===== config.mk =====
export PLATFORM = sky130hd
export DESIGN_NAME = dpram_port_arbiter
export DESIGN_NICKNAME = d
export VERILOG_FILES = /design/src/rtl/dpram_arb_pkg.sv /design/src/rtl/dpram_port_arbiter_rr_arb2.sv /design/src/rtl/dpram_port_arbiter.sv
export SDC_FILE = /design/constraint.sdc
export NUM_CORES = 1
export LEC_CHECK = 0
export ABC_AREA = 1
export CORE_ASPECT_RATIO = 1.75
export CORE_MARGIN = 4
export CORE_UTILIZATION = 50
export DETAILED_ROUTE_END_ITERATION = 6
export DONT_BUFFER_PORTS = 1
export SLEW_MARGIN = 20
export SYNTH_ARGS = -nofsm -noshare
export SYNTH_HDL_FRONTEND = slang
export SYNTH_HIERARCHICAL = 1
export SYNTH_SLANG_ARGS = --single-unit

===== constraint.sdc =====
create_clock -name clk -period 2.45 [get_ports clk]
set_clock_uncertainty 0.1 [all_clocks]
set_input_delay 0.1225 -clock clk [delete_from_list [all_inputs] [get_ports clk]]
set_output_delay 0.1225 -clock clk [all_outputs]
set_load 0.01 [all_outputs]

===== src/rtl/dpram_arb_pkg.sv =====
// Shared types for the dual-port RAM arbiter.
package dpram_arb_pkg;

    typedef enum logic {
        CL_A = 1'b0,
        CL_B = 1'b1
    } client_e;

    typedef enum logic {
        ST_INIT = 1'b0,
        ST_RUN  = 1'b1
    } state_e;

    localparam int DATA_W_DEF = 8;
    localparam int ADDR_W_DEF = 4;

    function automatic client_e other_client(input client_e c);
        return (c == CL_A) ? CL_B : CL_A;
    endfunction

endpackage


===== src/rtl/dpram_port_arbiter_rr_arb2.sv =====
// Two-way round-robin arbiter; bit 0 is requester A, bit 1 is requester B.
// The priority pointer always moves to the requester that did not win.
module rr_arb2
    import dpram_arb_pkg::*;
(
    input  logic       clk,
    input  logic       rst,
    input  logic [1:0] req,
    output logic [1:0] gnt
);

    client_e prio;

    // grant decode: a lone requester always wins, a tie goes to prio
    always_comb begin
        gnt = req;
        if (req == 2'b11) begin
            gnt = (prio == CL_A) ? 2'b01 : 2'b10;
        end
    end

    // priority pointer follows every grant to the other side
    always_ff @(posedge clk or negedge rst) begin
        if (!rst) begin
            prio <= CL_A;
        end else if (gnt[0]) begin
            prio <= other_client(CL_A);
        end else if (gnt[1]) begin
            prio <= other_client(CL_B);
        end
    end

endmodule


===== src/rtl/dpram_port_arbiter.sv =====
// Shares a 1W/1R RAM between requesters A and B: zero-fill sweep after reset,
// independent round-robin for the write and read ports, read response routing
// and same-cycle write-to-read forwarding.
//
//  state   | meaning
//  --------+---------------------------------------------------------
//  ST_INIT | sweeping zeros into every RAM address, no traffic taken
//  ST_RUN  | arbitrating requests onto the RAM ports
module dpram_port_arbiter
    import dpram_arb_pkg::*;
#(
    parameter int DATA_W  = DATA_W_DEF,
    parameter int ADDR_W  = ADDR_W_DEF,
    parameter bit INIT_EN = 1'b1
) (
    input  logic              clk,
    input  logic              rst,
    input  logic              a_req_valid,
    output logic              a_req_ready,
    input  logic              a_req_we,
    input  logic [ADDR_W-1:0] a_req_addr,
    input  logic [DATA_W-1:0] a_req_wdata,
    output logic              a_rsp_valid,
    output logic [DATA_W-1:0] a_rsp_data,
    input  logic              b_req_valid,
    output logic              b_req_ready,
    input  logic              b_req_we,
    input  logic [ADDR_W-1:0] b_req_addr,
    input  logic [DATA_W-1:0] b_req_wdata,
    output logic              b_rsp_valid,
    output logic [DATA_W-1:0] b_rsp_data,
    output logic              ram_wr_en,
    output logic [ADDR_W-1:0] ram_wr_addr,
    output logic [DATA_W-1:0] ram_data_in,
    output logic              ram_rd_en,
    output logic [ADDR_W-1:0] ram_rd_addr,
    input  logic [DATA_W-1:0] ram_data_out
);

    localparam int DEPTH = 2 ** ADDR_W;

    typedef struct packed {
        logic              valid;
        client_e           owner;
        logic              fwd;
        logic [DATA_W-1:0] fwd_data;
    } rsp_pipe_t;

    state_e            state;
    state_e            state_nxt;
    logic [ADDR_W-1:0] sweep;
    logic [ADDR_W-1:0] sweep_nxt;
    logic              init_act;
    logic              run_act;
    logic [1:0]        wr_req;
    logic [1:0]        rd_req;
    logic [1:0]        wr_gnt;
    logic [1:0]        rd_gnt;
    logic              fwd_hit;
    rsp_pipe_t         rsp;
    logic [DATA_W-1:0] rsp_data_sel;

    // state and sweep address registers
    always_ff @(posedge clk or negedge rst) begin
        if (!rst) begin
            if (INIT_EN) begin
                state <= ST_INIT;
            end else begin
                state <= ST_RUN;
            end
            sweep <= '0;
        end else begin
            state <= state_nxt;
            sweep <= sweep_nxt;
        end
    end

    // sweep one address per cycle, leave INIT after the last address
    always_comb begin
        state_nxt = state;
        sweep_nxt = sweep;
        if (state == ST_INIT) begin
            sweep_nxt = sweep + 1'b1;
            if (sweep == ADDR_W'(DEPTH - 1)) begin
                state_nxt = ST_RUN;
            end
        end
    end

    // Qualifying with rst keeps every output at 0 the moment reset asserts,
    // rather than waiting for the state register to settle.
    assign init_act = rst && (state == ST_INIT);
    assign run_act  = rst && (state == ST_RUN);

    assign wr_req = {b_req_valid &  b_req_we, a_req_valid &  a_req_we} & {2{run_act}};
    assign rd_req = {b_req_valid & ~b_req_we, a_req_valid & ~a_req_we} & {2{run_act}};

    rr_arb2 u_wr_arb (
        .clk (clk),
        .rst (rst),
        .req (wr_req),
        .gnt (wr_gnt)
    );

    rr_arb2 u_rd_arb (
        .clk (clk),
        .rst (rst),
        .req (rd_req),
        .gnt (rd_gnt)
    );

    assign a_req_ready = wr_gnt[0] | rd_gnt[0];
    assign b_req_ready = wr_gnt[1] | rd_gnt[1];

    // RAM port muxing from the sweep or the winning requester
    always_comb begin
        ram_wr_en   = 1'b0;
        ram_wr_addr = '0;
        ram_data_in = '0;
        ram_rd_en   = 1'b0;
        ram_rd_addr = '0;
        if (init_act) begin
            ram_wr_en   = 1'b1;
            ram_wr_addr = sweep;
        end else if (wr_gnt[0]) begin
            ram_wr_en   = 1'b1;
            ram_wr_addr = a_req_addr;
            ram_data_in = a_req_wdata;
        end else if (wr_gnt[1]) begin
            ram_wr_en   = 1'b1;
            ram_wr_addr = b_req_addr;
            ram_data_in = b_req_wdata;
        end
        if (rd_gnt[0]) begin
            ram_rd_en   = 1'b1;
            ram_rd_addr = a_req_addr;
        end else if (rd_gnt[1]) begin
            ram_rd_en   = 1'b1;
            ram_rd_addr = b_req_addr;
        end
    end

    // The RAM returns the pre-write value on a same-address collision, so the
    // written data is captured here and substituted in the response.
    assign fwd_hit = ram_wr_en && ram_rd_en && (ram_wr_addr == ram_rd_addr);

    // one-deep response pipe: owner tag plus forwarded data
    always_ff @(posedge clk or negedge rst) begin
        if (!rst) begin
            rsp <= '0;
        end else begin
            rsp.valid    <= ram_rd_en;
            rsp.owner    <= rd_gnt[1] ? CL_B : CL_A;
            rsp.fwd      <= fwd_hit;
            rsp.fwd_data <= ram_data_in;
        end
    end

    assign rsp_data_sel = rsp.fwd ? rsp.fwd_data : ram_data_out;

    assign a_rsp_valid = rsp.valid && (rsp.owner == CL_A);
    assign b_rsp_valid = rsp.valid && (rsp.owner == CL_B);
    assign a_rsp_data  = a_rsp_valid ? rsp_data_sel : '0;
    assign b_rsp_data  = b_rsp_valid ? rsp_data_sel : '0;

endmodule

==> metrics.md, run 1 <==
| Metric | Value |
|---|---|
| Status | complete, but fails checks |
| Failing checks | negative hold slack |
| WHS | -0.00101 ns |
| Buf/Inv on CP | 1 |
| Hold Crit Class | in -> reg |
| Routed WL per cell | 15.8 microns |
| Skew-Pair Late Insertion Delay | 0.26 ns |
| Cell count of the worst reg-to-reg path | 12 |
| WL final | 3.64 mm |
| Fillcell total | 225 |
| Sequential share of the synthesized area | 0.356 |
| 1st-iter DRT viols | 30 |
| Top-area cell type share of the netlist area | 0.356 |
| Post-synth EDFFs | 0 |
| Final Setup Violations | 0 |
| Antenna Cells | 0 |
| Async SR Flop Fraction | 1.00 |
| Rows | 23 |
| CP required | 2.23 ns |
| Fin nets | 245 |
| Initial Utilization | 0.536 |
| Setup crit start kind | register |
| Via-to-Cell Ratio | 5.40 |
| RSZ-0062 raised after global routing | no |
| Area growth syn-to-layout | 18.1% |
| Gr ovfl total | 0 |
| Crit. End Element | output port |
| Core ar. | 2360 sq um |
| DR DRC count | 0 |
| Syn. warnings | 6 |
| Synth Register Bits | 18 |
| Dpl hpwl | 2.78 mm |
| Die Span Y | 74.5 microns |
| Clock Path Buffers | 2 |
| Largest vdd supply drop | 0.000349 V |
| Clk pin slew, worst setup/hold paths | 0.07 ns |
| HP Start | a_req_wdata[0] |
| Layout cells sized above 1 | 0.0878 |
| Slowest CP cell | dfrtp_1 |
| Pin count of the biggest net entering global routing | 19 |
| CTS Sinks | 18 |
| Synthesized instance count | 188 |
| H-tree levels | 1 |
| Multi-input logic area | 688 sq um |
| Final-report hold violation count | 1 |
| Post-Syn Area | 1260 sq um |
| Routed Antenna Nets | 0 |
| Kind of critical path | reg -> out |
| Critical Path Stages | 7 |
| Minimum clock period | 2.27 ns |
| Critical Path Start | state |
| Initial antenna violation count | 0 |
| IO Count | 76 |
| Vias in the first global route | 1,173 |
| Crit path DAT | 2.05 ns |
| Pwr dens | 490 nW/um^2 |
| Fin crit share | 0.927 |
| Family with the most delay on the worst path | simple AND/OR/NAND/NOR gates |
| Pleak | 0.770 nW |
| Register area | 450 sq um |
| Post-synth top flop | dfrtp_1 |
| Post-CTS setup buffers | 0 |
| Crit-path max FO | 11 |
| Syn avg cell area | 6.72 sq um |
| Crit path top cell by count | nand2_1 |
| CP cell instances | nand2_1, nor2_1, a21oi_2, buf_4, nor2_4, nand2_1, a21oi_1 |
| Post-synth cell types | 26 |
| Achievable Freq | 440 MHz |
| DRT Pass-1 Iters | 4 |
| Root buf cell | clkbuf_8 |
| Actual slew at the worst max-slew pin | 0.817 ns |
| Final GP Congestion | 0.875 |
| CTS buffer count | 3 |
| Post-synth net total | 227 |
| TritonCTS clock tree | built |
| Fin Setup TNS | 0 ns |
| R2r startpoint | state |
| Max-Slew Margin vs Limit | 0.453 |
| Port Buf Inserts | 0 |
| Slew Limit Fails | 0 |
| First-pass GRT wire length | 5.15 mm |
| Die width | 46.0 microns |
| Die area | 3430 sq um |
| Yosys top cell by area | dfrtp_1 |
| Worst Hold Depth | 2 |
| GR Util All Layers | 0.211 |
| Slowest stage delay, CP | 0.41 ns |
| Vias | 1,243 |
| Largest cells by area after synthesis | dfrtp_1, nand2_1, inv_1 |
| Max Cap Viol | 0 |
## repair_timing
action,in CTS,in global routing
resized for setup,0,5
setup endpoints to repair,0,12
endpoints found under the hold margin,24,3
hold buffers,9,5
## registers in the layout, summed over array words and instances (netlist names)
signal	flops
rsp	11
state	1
sweep	4
u_rd_arb/prio	1
u_wr_arb/prio	1
## metrics by stage
stage               power (W)  cells   util  instance area [sq um]  setup WS (ns)
detailed placement   0.000468    212  0.543                   1280          0.182
global route         0.000770    230  0.633                   1490         0.0112
global placement     0.000462    212  0.543                   1280          0.312
CTS                  0.000729    225  0.605                   1430          0.102
floorplan            0.000440    188      -                   1260          0.470
finish               0.000732    230  0.633                   1490          0.178
## worst reg2reg max path, stage by stage (launching register included)
cell     delay, ns
dfrtp_1       0.41
nand2_1       0.13
nor3b_1       0.30
inv_1         0.12
a21oi_2       0.19
inv_1         0.15
or2_2         0.30
nand2_1       0.07
inv_1         0.09
nand3_1       0.09
nand2_1       0.05
nand2_1       0.06
nor2_1        0.03
## cell families after synthesis
kind of cell,synth area share
DFF,0.356
buffers and inverters,0.111
and+or+nand+nor,0.363
muxes,0.0634
adders and majority gates,0.00990
AOI/OAI and AO/OA,0.0822
xor gates and xnor gates,0.0139
## cell usage in the layout, fill, tap and decap left out, types with 3 or more instances in the layout
master / synthesis / routed
a21oi_1: 11 / 7
a21oi_2: 1 / 5
clkbuf_8: 0 / 4
dfrtp_1: 18 / 18
dlygate4sd3_1: 0 / 14
inv_1: 28 / 28
mux2i_1: 8 / 8
nand2_1: 64 / 64
nand3_1: 12 / 12
nor2_1: 21 / 21
o21ai_0: 4 / 3
## final timing paths
check	to	slack, ns
setup / recovery	ram_data_in[1]	0.18
hold / removal	rsp[0]	-0.001
max in group asynchronous	state	1.44
hold reg to reg	sweep[0]	0.42
setup reg to reg	rsp[8]	0.25
min in group asynchronous	rsp[9]	0.30
## cells in the mapped netlist, drive strengths merged, types with 2 or more instances
cell type / count
or2: 2
nand3: 12
mux2i: 8
nor3b: 2
buf: 3
inv: 30
dfrtp: 18
o21ai: 5
nand2: 67
nor2: 22
a21oi: 12
## per-layer routing
layer  share of wire  wire [microns]  vias to the layer above  GRT usage
li1                -               -                      615          -
met5               0               0                        -          0
met1            0.31            1140                      566      0.171
met3           0.083             303                        7     0.0436
met2            0.58            2120                       55      0.440
met4           0.020              71                        0     0.0791
## power by group
| group | internal (W) | switching, W | leakage [nW] |
|---|---|---|---|
| registers | 0.000316 | 0.0000140 | 0.237 |
| clock network | 0.000143 | 0.000100 | 0.0288 |
| logic | 0.0000547 | 0.000104 | 0.504 |
| total | 0.000514 | 0.000218 | 0.770 |
## cell type report
cell class	count	share of cell area
inverter	30	0.0754
multi-input combinational	137	0.461
timing repair buffer	16	0.104
sequential	18	0.302
tap	25	0.0210
clock buffer	4	0.0369
Note: power is estimated with default switching activity, not from simulation.
==> run 2: changes to the inputs <==
- CORE_ASPECT_RATIO: 1.75 -> default
- CORE_UTILIZATION: 50 -> 62
- PLACE_DENSITY: default -> 0.78
==> run 2 against run 1 <==
Net effect: the run now ends clean; sequential power hardly changed; critical path type unchanged; fmax decreased by 2.4%; final area up 3.4%; largest power group unchanged; non-clock buffer count grew 7; sequential share of layout area is 1.0 points lower.
==> metrics.md, run 2 (same netlist as run 1, synthesis figures left out) <==
| Metric | Value |
|---|---|
| Combinational share of power | 0.251 (+0.034) |
| DR top layer | met4 |
| TritonCTS clock tree | built |
| WL met1 | 1.31 mm (+15%) |
| RSZ-0062 raised after global routing | no |
| Initial antenna violation count | 0 (unchanged) |
| Net Sw Frac | 0.314 (+0.0157) |
| Routed Antenna Nets | 0 (unchanged) |
| Hold Crit Class | in -> reg |
| Wire length on met3 | 339 microns (+12%) |
| Final instance area | 1540 sq um (+3.4%) |
| Fillcell total | 134 (-40%) |
| Max-Slew Margin vs Limit | 0.479 (+0.0254) |
| Die area | 2820 sq um (-18%) |
| Most common cell after layout, fill and taps aside | nand2_1 |
| 1st-iter DRT viols | 31 (+3.3%) |
| Max Cap Viol | 0 (unchanged) |
| WL final | 3.58 mm (-1.8%) |
| Vias in the first global route | 1,183 (+0.85%) |
| Status | finished clean |
| CTS buffer count | 3 (unchanged) |
| Root buf cell | clkbuf_4 |
| Vias | 1,286 (+3.5%) |
| Final-report hold violation count | 0 (-1) |
| Die Span Y | 53.1 microns (-29%) |
| IO Count | 76 (unchanged) |
| Fin crit share | 0.950 (+0.0229) |
| Setup crit start kind | register |
| Gr ovfl total | 0 (unchanged) |
| Clock Path Buffers | 2 (unchanged) |
| Slowest stage delay, CP | 0.42 ns (about the same) |
| Pwr dens | 445 nW/um^2 (-9.2%) |
| Crit-path max FO | 14 (+3) |
| Post-CTS setup buffers | 0 (unchanged) |
| Pin count of the biggest net entering global routing | 19 (unchanged) |
| Core ar. | 1940 sq um (-18%) |
| Int Pwr | 0.000472 W (-8.2%) |
| Post-place setup slack | 0.242 ns (+0.0604 ns) |
| Multi-input logic area | 686 sq um (-0.36%) |
| Initial Utilization | 0.651 (+0.115) |
| Actual slew at the worst max-slew pin | 0.779 ns (-0.0379 ns) |
| Dpl hpwl | 2.45 mm (-12%) |
| DR DRC count | 0 (unchanged) |
| Fin Setup TNS | 0 ns (unchanged) |
| Die width | 53.1 microns (+16%) |
| Final Setup Violations | 0 (unchanged) |
| Largest register FFs | 11 (unchanged) |
| CP cell instances | nand2_1, nor2_1, a21oi_1, buf_4, nor2_4, nand2_1, a21oi_1 |
| CP required | 2.23 ns (about the same) |
| Largest vdd supply drop | 0.000344 V (-1.3%) |
| CTS Sinks | 18 (unchanged) |
| Port Buf Inserts | 0 (unchanged) |
| Top flop regs | rsp x11, sweep x4 |
| Crit. End Element | output port |
| Kind of critical path | reg -> out |
| Largest Register | rsp |
| Slew Limit Fails | 0 (unchanged) |
| Placed insts | 214 (+0.94%) |
| Met2 WL post-DR | 1.86 mm (-13%) |
| Routed WL per cell | 15.0 microns (-5.5%) |
| Register area | 450 sq um (unchanged) |
| Clock Power Share | 0.269 (-0.063) |
| Fin nets | 252 (+2.9%) |
| Via-to-Cell Ratio | 5.38 (-0.44%) |
| Achievable Freq | 430 MHz (-2.4%) |
| First-pass GRT wire length | 5.24 mm (+1.7%) |
| Pleak | 0.796 nW (+3.4%) |
| Non-filler cells, final | 239 (+3.9%) |
| Area after DPL | 1280 sq um (+0.19%) |
| Family with the most delay on the worst path | simple AND/OR/NAND/NOR gates |
| Rows | 16 (-30%) |
| Flop pwr share | 0.480 (+0.029) |
| Commonest non-fill, non-tap cells in the layout | nand2_1, inv_1, nor2_1, dlygate4sd3_1, dfrtp_1 |
| Crit path DAT | 2.11 ns (+0.06 ns) |
| Fin util | 0.795 (+0.163) |
| Skew-Pair Late Insertion Delay | 0.30 ns (+0.04 ns) |
| Minimum clock period | 2.33 ns (+0.0562 ns) |
| Slowest CP cell | dfrtp_1 |
| Area growth syn-to-layout | 22.2% |
| Antenna Cells | 0 (unchanged) |
| H-tree levels | 1 (unchanged) |
| Net Switching | 0.000216 W (-1.1%) |
| Layout cells sized above 1 | 0.0802 (-0.00762) |
| DRT Pass-1 Iters | 4 (unchanged) |
| Buf/Inv on CP | 1 (unchanged) |
| Final GP Congestion | 0.832 (-4.9%) |
| Fin worst setup slack | 0.122 ns (-0.0562 ns) |
| GR Util All Layers | 0.259 (+0.0486) |
| Clk pin slew, worst setup/hold paths | 0.10 ns (+0.03 ns) |
[run 2: changes by cell type in the layout (fill, tap and decap cells not counted)]
cell,change
a21oi_1,+2
a21oi_2,-2
clkbuf_4,+3
clkbuf_8,-3
dlygate4sd3_1,+7
nor3b_1,-1
nor3b_2,+1
[run 2: worst paths after layout]
path                           from             end  slack [ns]  cells past startpoint
max                           state  ram_data_in[1]        0.12                      7
min                        b_req_we   u_wr_arb/prio       0.001                      5
max reg2reg                   state   u_rd_arb/prio        0.21                      6
min reg2reg                sweep[0]        sweep[0]        0.44                      1
max in group asynchronous       rst          rsp[6]        1.53                      1
min in group asynchronous       rst   u_wr_arb/prio        0.24                      1
[run 2: metal layers]
metal,GRT usage,up-vias
met5,0,-
met3,0.0620,10
li1,-,633
met1,0.253,576
met2,0.508,67
met4,0.106,0
[run 2: power groups by stage]
stage	Sequential, W	Combinational (W)	Clock (W)
after floorplan	0.000330	0.000110	0
after global placement	0.000333	0.000127	0
after detailed placement	0.000334	0.000130	0
after CTS	0.000328	0.000168	0.000184
after global routing	0.000332	0.000192	0.000196
final	0.000330	0.000173	0.000185
[run 2: final cells by class]
cell class | count | area share
Multi-Input combinational cell | 137 | 0.444
Inverter | 30 | 0.0729
Sequential cell | 18 | 0.292
Clock buffer | 4 | 0.0235
Timing Repair Buffer | 23 | 0.146
Tap cell | 27 | 0.0219
[run 2: timing repair]
item / in CTS / in global routing
setup endpoints to repair: 0 / 4
hold buffers: 21 / 0
gates resized for setup: 0 / 4
endpoints found under the hold margin: 28 / 0
[run 2: per-stage QoR]
| stage | hold WS [ns] | total power [W] |
|---|---|---|
| finish | 0.00114 | 0.000688 |
| global route | 0.0469 | 0.000721 |
| CTS | 0.00292 | 0.000680 |
| detailed placement | -0.273 | 0.000464 |
| global placement | -0.273 | 0.000460 |
| floorplan | -0.273 | 0.000440 |
[run 2: tightest hold or removal path, stage by stage]
cell and delay [ns]:
nand2_1 0.04, nor2_1 0.06, inv_1 0.06, nand2_1 0.04, nand2_1 0.05
